### src/rtl/countdown_timer_bcd_disp.sv
// rtl/countdown_timer_bcd_disp.sv - game countdown timer with sequential BCD conversion and multiplexed 7-segment display
//
// Purpose:
//   Counts down once per tick and subtracts PENALTY on each rising edge of
//   miss. When the count reaches zero the block flags a sticky game failure.
//   The binary count is converted to BCD by a shift-add-3 engine, with no
//   dividers. The digits are scanned out to common-anode 7-segment displays.
//
// Ports:
//   clock          in   1       system clock
//   reset          in   1       synchronous, active-high
//   enable         in   1       1 = run, 0 = pause (tick divider holds)
//   load           in   1       restart: count = START_VALUE, clear fail
//   miss           in   1       level; each rising edge applies PENALTY once
//   timer_out      out  CNT_W   current binary count
//   game_fail_out  out  1       sticky, set when the count reaches 0
//   tick_out       out  1       one-cycle pulse per tick
//   a..g           out  1 each  segments, active-low
//   dp             out  1       decimal point, active-high in the DP_POS slot
//   an             out  DIGITS  digit enables, active-low one-hot
module countdown_timer_bcd_disp #(
    parameter int TICK_DIV    = 5000,
    parameter int CNT_W       = 21,
    parameter int START_VALUE = 1800000,
    parameter int PENALTY     = 10000,
    parameter int DIGITS      = 8,
    parameter int DP_POS      = 4,
    parameter int SCAN_DIV    = 8,
    parameter int LZ_BLANK    = 1
) (
    input  logic              clock,
    input  logic              reset,
    input  logic              enable,
    input  logic              load,
    input  logic              miss,
    output logic [CNT_W-1:0]  timer_out,
    output logic              game_fail_out,
    output logic              tick_out,
    output logic              a,
    output logic              b,
    output logic              c,
    output logic              d,
    output logic              e,
    output logic              f,
    output logic              g,
    output logic              dp,
    output logic [DIGITS-1:0] an
);

    localparam int TW = (TICK_DIV > 1) ? $clog2(TICK_DIV) : 1;
    localparam int AW = CNT_W + 1;
    localparam int BW = 4 * DIGITS;
    localparam int SW = $clog2(CNT_W + 1);
    localparam int DW = (SCAN_DIV > 1) ? $clog2(SCAN_DIV) : 1;
    localparam int IW = (DIGITS > 1) ? $clog2(DIGITS) : 1;

    // Elaboration-time BCD of the reset value, so the display shows the
    // start count immediately after reset without a conversion pass.
    function automatic logic [BW-1:0] to_bcd(input longint value);
        longint rem;
        to_bcd = '0;
        rem    = value;
        for (int i = 0; i < DIGITS; i++) begin
            to_bcd[4*i +: 4] = 4'(rem % 10);
            rem = rem / 10;
        end
    endfunction

    localparam logic [BW-1:0]    RESET_BCD = to_bcd(longint'(START_VALUE));
    localparam logic [CNT_W-1:0] START_CNT = CNT_W'(START_VALUE);
    localparam logic [AW-1:0]    PEN_AMT   = AW'(PENALTY);

    typedef enum logic [1:0] {
        S_IDLE   = 2'd0,
        S_SHIFT  = 2'd1,
        S_COMMIT = 2'd2
    } conv_state_t;

    // Tick divider and count
    logic [TW-1:0]    r_ticker;
    logic [CNT_W-1:0] r_timer;
    logic             r_fail;
    logic             r_miss_q;
    logic             w_tick;
    logic             w_edge;
    logic [AW-1:0]    w_amount;
    logic             w_timer_wr;

    // BCD converter
    conv_state_t      r_state;
    conv_state_t      w_state_next;
    logic             r_dirty;
    logic             w_capture;
    logic [CNT_W-1:0] r_bin;
    logic [BW-1:0]    r_bcd;
    logic [BW-1:0]    w_bcd_adj;
    logic [SW-1:0]    r_shift_cnt;
    logic [BW-1:0]    r_digits;

    // Display scan
    logic [DW-1:0]     r_scan_div;
    logic [IW-1:0]     r_scan_idx;
    logic [DIGITS-1:0] w_lz;
    logic              w_zero_run;
    logic [3:0]        w_digit;
    logic              w_digit_lz;
    logic              w_blank;
    logic [6:0]        w_seg_dec;
    logic [6:0]        w_seg;

    // The divider only advances while running; a failed game freezes it.
    assign w_tick = enable & ~r_fail & (r_ticker == TW'(TICK_DIV - 1));
    assign w_edge = miss & ~r_miss_q;

    // A penalty edge and a tick in the same cycle combine into one subtraction.
    assign w_amount   = (w_edge ? PEN_AMT : {AW{1'b0}}) + AW'(w_tick);
    assign w_timer_wr = load | (~r_fail & (w_amount != {AW{1'b0}}));

    always_ff @(posedge clock) begin
        if (reset) begin
            r_ticker <= '0;
        end else if (load) begin
            r_ticker <= '0;
        end else if (enable && !r_fail) begin
            if (r_ticker == TW'(TICK_DIV - 1)) begin
                r_ticker <= '0;
            end else begin
                r_ticker <= r_ticker + 1'b1;
            end
        end
    end

    always_ff @(posedge clock) begin
        if (reset) begin
            r_timer  <= START_CNT;
            r_fail   <= 1'b0;
            r_miss_q <= 1'b0;
        end else begin
            // The edge register follows miss even while paused or failed.
            r_miss_q <= miss;
            if (load) begin
                r_timer <= START_CNT;
                r_fail  <= 1'b0;
            end else if (!r_fail && (w_amount != {AW{1'b0}})) begin
                // Saturate at zero. The fail flag is set in the same cycle
                // that zero is written.
                if ({1'b0, r_timer} <= w_amount) begin
                    r_timer <= '0;
                    r_fail  <= 1'b1;
                end else begin
                    r_timer <= r_timer - w_amount[CNT_W-1:0];
                end
            end
        end
    end

    // Converter state register
    always_ff @(posedge clock) begin
        if (reset) begin
            r_state <= S_IDLE;
        end else begin
            r_state <= w_state_next;
        end
    end

    always_comb begin
        w_state_next = r_state;
        w_capture    = 1'b0;
        case (r_state)
            S_IDLE: begin
                if (r_dirty) begin
                    w_capture    = 1'b1;
                    w_state_next = S_SHIFT;
                end
            end
            S_SHIFT: begin
                if (r_shift_cnt == SW'(CNT_W - 1)) begin
                    w_state_next = S_COMMIT;
                end
            end
            S_COMMIT: begin
                w_state_next = S_IDLE;
            end
            default: begin
                w_state_next = S_IDLE;
            end
        endcase
    end

    // If a new write lands in the same cycle as a capture, the set wins so
    // the newer value still gets converted.
    always_ff @(posedge clock) begin
        if (reset) begin
            r_dirty <= 1'b0;
        end else if (w_timer_wr) begin
            r_dirty <= 1'b1;
        end else if (w_capture) begin
            r_dirty <= 1'b0;
        end
    end

    always_comb begin
        w_bcd_adj = r_bcd;
        for (int i = 0; i < DIGITS; i++) begin
            if (r_bcd[4*i +: 4] >= 4'd5) begin
                w_bcd_adj[4*i +: 4] = r_bcd[4*i +: 4] + 4'd3;
            end
        end
    end

    always_ff @(posedge clock) begin
        if (reset) begin
            r_bin       <= '0;
            r_bcd       <= '0;
            r_shift_cnt <= '0;
            r_digits    <= RESET_BCD;
        end else begin
            if (w_capture) begin
                r_bin       <= r_timer;
                r_bcd       <= '0;
                r_shift_cnt <= '0;
            end else if (r_state == S_SHIFT) begin
                r_bcd       <= {w_bcd_adj[BW-2:0], r_bin[CNT_W-1]};
                r_bin       <= {r_bin[CNT_W-2:0], 1'b0};
                r_shift_cnt <= r_shift_cnt + 1'b1;
            end
            // All digits update together, so the display never shows a
            // partially converted value.
            if (r_state == S_COMMIT) begin
                r_digits <= r_bcd;
            end
        end
    end

    always_ff @(posedge clock) begin
        if (reset) begin
            r_scan_div <= '0;
            r_scan_idx <= '0;
        end else if (r_scan_div == DW'(SCAN_DIV - 1)) begin
            r_scan_div <= '0;
            if (r_scan_idx == IW'(DIGITS - 1)) begin
                r_scan_idx <= '0;
            end else begin
                r_scan_idx <= r_scan_idx + 1'b1;
            end
        end else begin
            r_scan_div <= r_scan_div + 1'b1;
        end
    end

    // w_lz[i] is set when digit i and every digit above it are zero.
    always_comb begin
        w_zero_run = 1'b1;
        w_lz       = '0;
        for (int i = DIGITS - 1; i >= 0; i--) begin
            w_zero_run = w_zero_run & (r_digits[4*i +: 4] == 4'd0);
            w_lz[i]    = w_zero_run;
        end
    end

    always_comb begin
        w_digit    = 4'd0;
        w_digit_lz = 1'b0;
        an         = '1;
        for (int i = 0; i < DIGITS; i++) begin
            if (r_scan_idx == IW'(i)) begin
                w_digit    = r_digits[4*i +: 4];
                w_digit_lz = w_lz[i];
                an[i]      = 1'b0;
            end
        end
    end

    assign w_blank = (LZ_BLANK != 0) && (int'(r_scan_idx) > DP_POS) && w_digit_lz;

    always_comb begin
        w_seg_dec = 7'b1111111;
        case (w_digit)
            4'd0:    w_seg_dec = 7'b1000000;
            4'd1:    w_seg_dec = 7'b1111001;
            4'd2:    w_seg_dec = 7'b0100100;
            4'd3:    w_seg_dec = 7'b0110000;
            4'd4:    w_seg_dec = 7'b0011001;
            4'd5:    w_seg_dec = 7'b0010010;
            4'd6:    w_seg_dec = 7'b0000010;
            4'd7:    w_seg_dec = 7'b1111000;
            4'd8:    w_seg_dec = 7'b0000000;
            4'd9:    w_seg_dec = 7'b0010000;
            default: w_seg_dec = 7'b1111111;
        endcase
    end

    // On failure every slot shows a dash, overriding both digits and blanking.
    assign w_seg = r_fail  ? 7'b0111111 :
                   w_blank ? 7'b1111111 : w_seg_dec;

    assign {g, f, e, d, c, b, a} = w_seg;
    assign dp            = (int'(r_scan_idx) == DP_POS);
    assign timer_out     = r_timer;
    assign game_fail_out = r_fail;
    assign tick_out      = w_tick;

endmodule

### config.mk
export PLATFORM = sky130hd
export DESIGN_NAME = countdown_timer_bcd_disp
export DESIGN_NICKNAME = d
export VERILOG_FILES = /design/src/rtl/countdown_timer_bcd_disp.sv
export SDC_FILE = /design/constraint.sdc
export NUM_CORES = 1
export LEC_CHECK = 0
export BUFFER_PORTS_ARGS = -buffer_cell sky130_fd_sc_hd__buf_2
export CAP_MARGIN = 5
export CORE_MARGIN = 2
export CORE_UTILIZATION = 55
export CTS_CLUSTER_SIZE = 25
export DETAILED_ROUTE_END_ITERATION = 6
export PLACE_DENSITY = 0.8
export REMOVE_ABC_BUFFERS = 1
export SETUP_SLACK_MARGIN = 0.1
export SLEW_MARGIN = 20
export SYNTH_ARGS = -nofsm -noshare
export SYNTH_HDL_FRONTEND = slang
export SYNTH_SLANG_ARGS = --single-unit
### constraint.sdc
create_clock -name clock -period 3.1 [get_ports clock]
set_input_delay 0.465 -clock clock [delete_from_list [all_inputs] [get_ports clock]]
set_output_delay 0.465 -clock clock [all_outputs]
set_load 0.005 [all_outputs]
==> flow_summary.ini, run 1 <==
[clocking]
cts_made_buffers = 17
clock-sinks = 135
root_buffer = clkbuf_16
cts_tree = done
clkLatencyLatePin_ps = 420
clkTransAtPathRegs_ps = 60
cts_buffer_depth = 2
cts_htree_levels = 4

[global_route]
track_usage_pct = 25.4
antenna_found_initial = 0
grt-ovfl-total = 0
grt_pass1_wl_um = 29200
grt_pass1_vias = 6230
grt_max_degree = 46

[synth]
synth-seq-area-share_pct = 38.3
ys_seq_elements = 135
synthCells = 928
synth_top_area_share_pct = 38.3
avgSynthCellArea_um2 = 7.61
synthDistinctLibCells = 51
synth_edf_count = 0
async_reset_ff_share_pct = 0
yosys.area.top_type = dfxtp_1
synth_area_leaders = dfxtp_1 (38%), nand2_1 (7.8%), a21oi_1 (7.1%)
synth_top_flop_cell = dfxtp_1
syn_area_mm2 = 0.00706
yosys_warnings = 0

[sta]
worst-slew-pin-transition_ps = 806
min_period_ps = 3440
setup_ws_ps = -337
max-slew-margin-rel_pct = 46.2
drv_slew = 0
hold_viol = 0
setup_viol_count_final = 7
rsz0062_at_grt = yes
fmax_ghz = 0.291
setup_tns_ps = -1870
fin_skew_ps = 7.16
final.period_utilization_pct = 111

[route]
post_drt_wl_per_cell_um = 16.3
drt-met1-wl_um = 8370
drt_iter0_drc = 667
top_layer = met4
route.met3.wl_um = 1330
finalWirelength_um = 19300
viasPerCell = 5.81
met2_length_um = 9000
vias = 6896
detail_route.first_pass.iterations = 7
drc = 0
antenna_left = 0

[critical_path]
setup.worst_path.class = reg -> out
slowest_delay_ps = 380
endpoint_kind = primary output
crit_arrival_ps = 2970
path_delay_family = compound AO/OA/AOI/OAI gates
cp_max_fo = 5
rr_endpoint = timer_out[10]$_SDFFE_PP1P_
path_common_cell = ha_4
startpoint_type = register
worstPathRequired_ps = 2630
worst-r2r-setup-slack_ps = 290
r2r-start = r_ticker[0]$_SDFFE_PP0P_
cp.depth = 12
rr_worst_depth = 11
critical-path-slowest-cell = dfxtp_4
crit_path_cell_trace = ha_4, ha_4, buf_4, a2111oi_4, o22ai_2, a31oi_4, buf_6, ha_4, nor3_4, a211o_1, a21o_1, buf_2
cp_num_buf_inv = 3

[finish]
final_util_pct = 70.2
diodes = 0
nets = 1046
syn_to_final_growth_pct = 24.9
fill_cells = 926
drive_above_1_share_pct = 19.1

[power]
irDropWorstVdd_mv = 0.377
p_leak_nw = 3.39
power_w = 0.00423
p_per_area_mw_per_mm2 = 479

[placement]
dp_hpwl_um = 11100
port_buffers = 43
dp_slack_ps = 30.4
place_congestion = 0.953

[hold_path]
whs_endpoint = r_miss_q$_SDFF_PP0_
hp-class = in -> reg
hold_depth = 2
hold_path.startpoint = miss

[floorplanning]
rows = 41
dieArea_mm2 = 0.0138
initial_utilization_pct = 56.2
ioPinCount = 44
fp.coreArea_mm2 = 0.0126
die_w_um = 117
die_y_um = 117

[status]
violations = setup timing
status = finished, violations left

[run]
maxCapViolCount = 0
==> cells in the mapped netlist, drive strengths merged (2+ instances only) <==
library cell / count
dfxtp: 135
nand2: 147
inv: 54
a31oi: 6
a21oi: 101
a22oi: 6
clkbuf: 41
and3: 6
o211ai: 4
a32o: 2
nor4: 8
nor3b: 8
o221ai: 2
a2111oi: 3
or4: 5
o31ai: 3
a21o: 4
mux2i: 2
nand3b: 8
nor2: 112
o211a: 2
nor4b: 2
xnor2: 22
and4b: 3
nor2b: 11
or3: 6
buf: 6
o21bai: 6
nand4: 5
ha: 39
o21ai: 47
nand4b: 2
a211oi: 7
nand3: 17
nand2b: 16
a2bb2oi: 2
xor2: 29
a221o: 4
nor3: 33
and3b: 2
or2: 4
==> worst max-delay path by stage <==
stage / start / to / slack, ps
after floorplan: r_scan_idx[2]$_SDFFE_PP0P_ / b / -250
after global placement: r_scan_idx[0]$_SDFFE_PP0P_ / e / 120
after detailed placement: r_scan_idx[0]$_SDFFE_PP0P_ / d / 30
after CTS: r_scan_idx[1]$_SDFFE_PP0P_ / e / -140
after global routing: r_scan_idx[0]$_SDFFE_PP0P_ / e / -410
final: r_scan_idx[0]$_SDFFE_PP0P_ / e / -340
==> sequential cells by signal (all words and copies together), names as in the netlist <==
| signal | flops |
|---|---|
| r_digits | 32 |
| r_scan_div | 3 |
| r_shift_cnt | 5 |
| r_bcd | 32 |
| r_miss_q | 1 |
| r_bin | 21 |
| r_scan_idx | 3 |
| timer_out | 21 |
| r_ticker | 13 |
| r_state | 2 |
| r_dirty | 1 |
| game_fail_out | 1 |
==> cell usage in the layout (no fill, tap or decap), types with 15 or more instances in the layout <==
cell type and n:
nor2_1 111, dfxtp_1 132, a21oi_1 95, ha_1 31
inv_1 50, o21ai_0 41, buf_2 44, buf_4 45
nand2b_1 15, nand3_1 16, nor3_1 29, clkbuf_16 18
nand2_1 143, xnor2_1 22, xor2_1 28
==> stage by stage <==
stage	std cells	hold slack [ps]	cell area, µm²
floorplan	881	400	6880
global placement	1125	417	7540
detailed placement	1125	429	7540
CTS	1166	258	8440
global route	1187	310	8820
finish	1187	275	8820
==> routing by layer <==
metal  vias to the layer above  GRT usage, %
met5                         -             0
met4                         0          10.6
met3                        60          5.16
met2                       292          40.5
met1                      3251          33.7
li1                       3293             -
==> worst register-to-register path, cell delays in order, from the launching register on <==
cell      delay (ps)
dfxtp_1          380
ha_1             180
and4b_1          230
nand4b_1         150
inv_1            110
ha_1             200
nor4b_4          210
buf_4            150
o221ai_1         130
a2111o_1         430
and3_4           220
a221o_1          300
==> power by group <==
group          switching, W  internal, W
sequential        0.0000409      0.00178
clock              0.000796      0.00129
combinational      0.000202     0.000116
==> kinds of logic (layout without fill, tap and decap cells) <==
kind of cell / count (synthesis) / count (layout) / share of synthesized area [%]
fa+ha+maj: 39 / 39 / 6.91
xor+xnor: 51 / 51 / 6.32
compound gates: 203 / 203 / 16.8
flops: 135 / 135 / 38.3
mux: 2 / 2 / 0.283
simple gates: 397 / 397 / 26.0
buf+inv: 101 / 188 / 5.42
==> final cells by class <==
class	count	area, µm²	share of cell area [%]
Sequential cell	135	2710	30.8
Tap cell	172	215	2.44
Multi-Input combinational cell	692	4350	49.2
Timing Repair Buffer	102	729	8.27
Inverter	54	208	2.35
Clock inverter	14	174	1.97
Clock buffer	18	439	4.98
==> repair_timing <==
item | 4_1_cts | 5_1_grt
buffers inserted | 9 | 20
setup endpoints to repair | 7 | 29
pin swaps | 15 | 22
resized for setup | 51 | 48
gates cloned | 0 | 1
hold buffers | 0 | 0
No activity file was read; power rests on OpenSTA's default activity.
==> run 2: changes to the inputs <==
Settings changed: MAX_ROUTING_LAYER from default to met4.
==> flow_summary.ini, run 2 (synthesized netlist as in run 1, its figures left out) <==
[route]
post_drt_wl_per_cell_um = 15.2
vias = 6627
detail_route.first_pass.iterations = 5
finalWirelength_um = 17800
viasPerCell = 5.65
drc = 0
antenna_left = 0
drt_iter0_drc = 567

[global_route]
grt_pass1_wl_um = 29200
grt_pass1_vias = 6244
grt_max_degree = 45
antenna_found_initial = 0
grt-ovfl-total = 0
track_usage_pct = 26.1

[sta]
min_period_ps = 3330
setup_ws_ps = -228
fmax_ghz = 0.301
rsz0062_at_grt = yes
hold_slack_ps = 271
final.period_utilization_pct = 107
max-slew-margin-rel_pct = 47.7
drv_slew = 0
worst-slew-pin-transition_ps = 784
setup_viol_count_final = 7
fin_skew_ps = 6.27
hold_viol = 0

[hold_path]
hold_depth = 2
hp-class = in -> reg

[run]
maxCapViolCount = 0

[critical_path]
setup.worst_path.class = reg -> out
cp_max_fo = 8
worstPathRequired_ps = 2630
crit_arrival_ps = 2860
startpoint_type = register
rr_worst_depth = 13
endpoint_kind = primary output

[finish]
drive_above_1_share_pct = 17.2
syn_to_final_growth_pct = 21.5
final_cell_mix = nand2_1 (145), dfxtp_1 (132), nor2_1 (111), a21oi_1 (95), inv_1 (49)
nets = 1033
final_common_cell = nand2_1
top_regs = r_bcd (32), r_digits (32)
diodes = 0

[power]
p_sw_share_pct = 23.6
p_leak_nw = 3.30
power_w = 0.00413
irDropWorstVdd_mv = 0.348
p_clk_share_pct = 48.3
pwr-share-comb_pct = 7.6
p_sw_w = 0.000974
p_seq_share_pct = 44.1
p_int_w = 0.00316
p_per_area_mw_per_mm2 = 481

[floorplanning]
die_w_um = 117
fp.coreArea_mm2 = 0.0126
dieArea_mm2 = 0.0138
rows = 41
die_y_um = 117
initial_utilization_pct = 56.2
ioPinCount = 44

[clocking]
clock-sinks = 135
cts_made_buffers = 17
cts_htree_levels = 4
cts_tree = done
root_buffer = clkbuf_16
hold_buffers = 0
clkLatencyLatePin_ps = 420
cts_buffer_depth = 2
clkTransAtPathRegs_ps = 50

[placement]
port_buffers = 43
dp_hpwl_um = 11300
place_congestion = 0.946

[status]
status = finished, violations left
violations = setup timing
run 2: timing repair:
item | CTS | global route
endpoints found under the hold margin | 0 | 0
buffers inserted | 8 | 8
pin swaps | 20 | 15
resized for setup | 50 | 31
endpoints found under the setup margin | 7 | 29
run 2: power groups by stage:
stage	logic, W	clock network [W]	registers (W)
6_report	0.000314	0.00200	0.00182
5_1_grt	0.000354	0.00209	0.00183
4_1_cts	0.000307	0.00201	0.00182
3_5_place_dp	0.000303	0	0.00186
3_3_place_gp	0.000297	0	0.00186
2_1_floorplan	0.000205	0	0.00185
run 2: cell type report:
class                           instances  area [µm²]
Clock inverter                          7        93.8
Inverter                               54         208
Multi-Input combinational cell        692        4280
Clock buffer                           24         492
Tap cell                              172         215
Fill cell                             981        3990
Timing Repair Buffer                   89         587
Sequential cell                       135        2710
run 2: final timing paths:
check                             start                          to  slack [ps]
max          r_scan_idx[1]$_SDFFE_PP0P_                           d        -230
min reg2reg    r_scan_div[0]$_SDFF_PP0_    r_scan_div[0]$_SDFF_PP0_         430
min                                miss         r_miss_q$_SDFF_PP0_         270
max reg2reg    r_ticker[0]$_SDFFE_PP0P_  timer_out[13]$_SDFFE_PP1P_         300
run 2: routing by layer:
| metal | global-route usage, % | vias up | part of all wire [%] |
|---|---|---|---|
| met5 | - | - | 0 |
| met4 | 9.71 | 0 | 2.1 |
| met3 | 5.69 | 36 | 5.9 |
| met2 | 40.9 | 213 | 47 |
| met1 | 33.2 | 3111 | 45 |
| li1 | - | 3267 | - |
run 2: worst max-delay path: stages (launching register included):
cell and delay, ps:
dfxtp_4 400, inv_4 50, ha_4 170, buf_8 130, nand3b_1 220, a2111oi_4 380, buf_4 180, a2111oi_4 40
or2_4 270, buf_4 150, nor3_1 220, o21bai_1 100, buf_2 130
run 2: per-stage QoR:
| stage | setup TNS, ps | area, µm² | util (%) | std cells | setup WS [ps] |
|---|---|---|---|---|---|
| floorplan | -770 | 6880 | - | 881 | -248 |
| global placement | 0 | 7540 | 60.0 | 1126 | 85.3 |
| detailed placement | 0 | 7540 | 60.0 | 1126 | 10.7 |
| CTS | -527 | 8410 | 66.9 | 1165 | -143 |
| global route | -1890 | 8580 | 68.3 | 1173 | -353 |
| finish | -1070 | 8580 | 68.3 | 1173 | -228 |
==> run 3: changes to the inputs <==
Clock period 3.1 ns to 2.92 ns, I/O delays scaled along.
==> flow_summary.ini, run 3 (synthesized netlist as in run 1, its figures left out) <==
[route]
antenna_left = 0
viasPerCell = 5.74
drc = 0
detail_route.first_pass.iterations = 5
finalWirelength_um = 18800
post_drt_wl_per_cell_um = 15.8
vias = 6853
drt_iter0_drc = 622

[floorplanning]
dieArea_mm2 = 0.0138
initial_utilization_pct = 56.2
ioPinCount = 44
die_y_um = 117
fp.coreArea_mm2 = 0.0126
die_w_um = 117
rows = 41

[clocking]
clock-sinks = 135
clkTransAtPathRegs_ps = 60
cts_buffer_depth = 2
cts_tree = done
root_buffer = clkbuf_16
cts_made_buffers = 17
cts_htree_levels = 4
clkLatencyLatePin_ps = 420

[global_route]
grt-ovfl-total = 0
grt_max_degree = 48
track_usage_pct = 27.2
antenna_found_initial = 0
grt_pass1_vias = 6401
grt_pass1_wl_um = 30500

[hold_path]
hp-class = in -> reg

[sta]
setup_viol_count_final = 7
rsz0062_at_grt = yes
max-slew-margin-rel_pct = 48.9
final.period_utilization_pct = 114
fin_skew_ps = 7.97
min_period_ps = 3320
hold_viol = 0
fmax_ghz = 0.301
worst-slew-pin-transition_ps = 766
setup_ws_ps = -397
drv_slew = 0

[critical_path]
cp_num_buf_inv = 3
startpoint_type = register
endpoint_kind = primary output
slowest_delay_ps = 390
cp_max_fo = 4
path_delay_family = compound AO/OA/AOI/OAI gates
path_common_cell = ha_4
worstPathRequired_ps = 2480
setup.worst_path.class = reg -> out
crit_arrival_ps = 2880
critical-path-slowest-cell = dfxtp_4
crit_path_cell_trace = inv_4, ha_4, nand3b_1, a2111oi_4, o22ai_2, a31oi_2, buf_4, ha_4, nor3_2, a211o_1, a21o_1, buf_2

[status]
violations = setup timing
status = finished, violations left

[placement]
port_buffers = 43
place_congestion = 0.952
dp_hpwl_um = 11500
dp_slack_ps = -47.8
place_inst = 1146
placed_area_mm2 = 0.00769

[power]
p_leak_nw = 3.40
power_w = 0.00445
irDropWorstVdd_mv = 0.353
p_per_area_mw_per_mm2 = 509

[run]
maxCapViolCount = 0

[finish]
final_cell_mix = nand2_1 (147), dfxtp_1 (132), nor2_1 (110), a21oi_1 (94), buf_4 (53)
final_cells = 1193
syn_to_final_growth_pct = 23.9
final_common_cell = nand2_1
final_area_mm2 = 0.00875
top_regs = r_bcd (32), r_digits (32)
nets = 1052
drive_above_1_share_pct = 19.0
diodes = 0
final_util_pct = 69.7
[run 3: changes by cell type in the layout (fill, tap and decap cells not counted), sizes merged]
cell / previous run / this run
buf: 89 / 108
clkbuf: 24 / 22
clkinv: 3 / 4
clkinvlp: 2 / 3
inv: 54 / 55
[run 3: stage by stage]
stage                     hold slack (ps)  setup TNS [ps]
after floorplan                       400           -1790
after detailed placement              428            -271
after global routing                  292           -2990
final                                 269           -2320
after CTS                             271           -1890
after global placement                419          -0.784
[run 3: report_power, final]
| part | internal (W) | switching [W] |
|---|---|---|
| Sequential | 0.00189 | 0.0000363 |
| Combinational | 0.000125 | 0.000223 |
| Clock | 0.00135 | 0.000828 |
[run 3: worst paths after layout]
kind | cells after the start | from | endpoint | slack, ps
setup / recovery | 12 | r_scan_idx[1]$_SDFFE_PP0P_ | e | -400
hold / removal | 2 | miss | r_miss_q$_SDFF_PP0_ | 270
setup reg to reg | 12 | r_ticker[8]$_SDFFE_PP0P_ | timer_out[19]$_SDFFE_PP1P_ | 200
hold reg to reg | 2 | r_bin[17]$_SDFFE_PP0P_ | r_bin[18]$_SDFFE_PP0P_ | 440
[run 3: timing repair]
item	in CTS	in global routing
resized for setup	47	39
setup buffers	5	8
hold buffers	0	0
pin swaps	13	11
endpoints found under the setup margin	24	29
gates cloned	2	0
[run 3: cell type report]
cell class                 instances  area [µm²]
tap                              172         215
clock buffer                      22         484
fill                             942        3810
clock inverter                    10         119
timing repair buffer             108         739
sequential                       135        2710
multi-input combinational        692        4280
inverter                          54         208
[run 3: layer usage]
layer | up-vias | part of all wire (%) | global-route usage, %
met1 | 3222 | 43 | 34.5
met5 | - | 0 | -
met4 | 0 | 3.1 | 10.5
met2 | 258 | 48 | 43.1
li1 | 3306 | - | -
met3 | 67 | 5.4 | 5.30
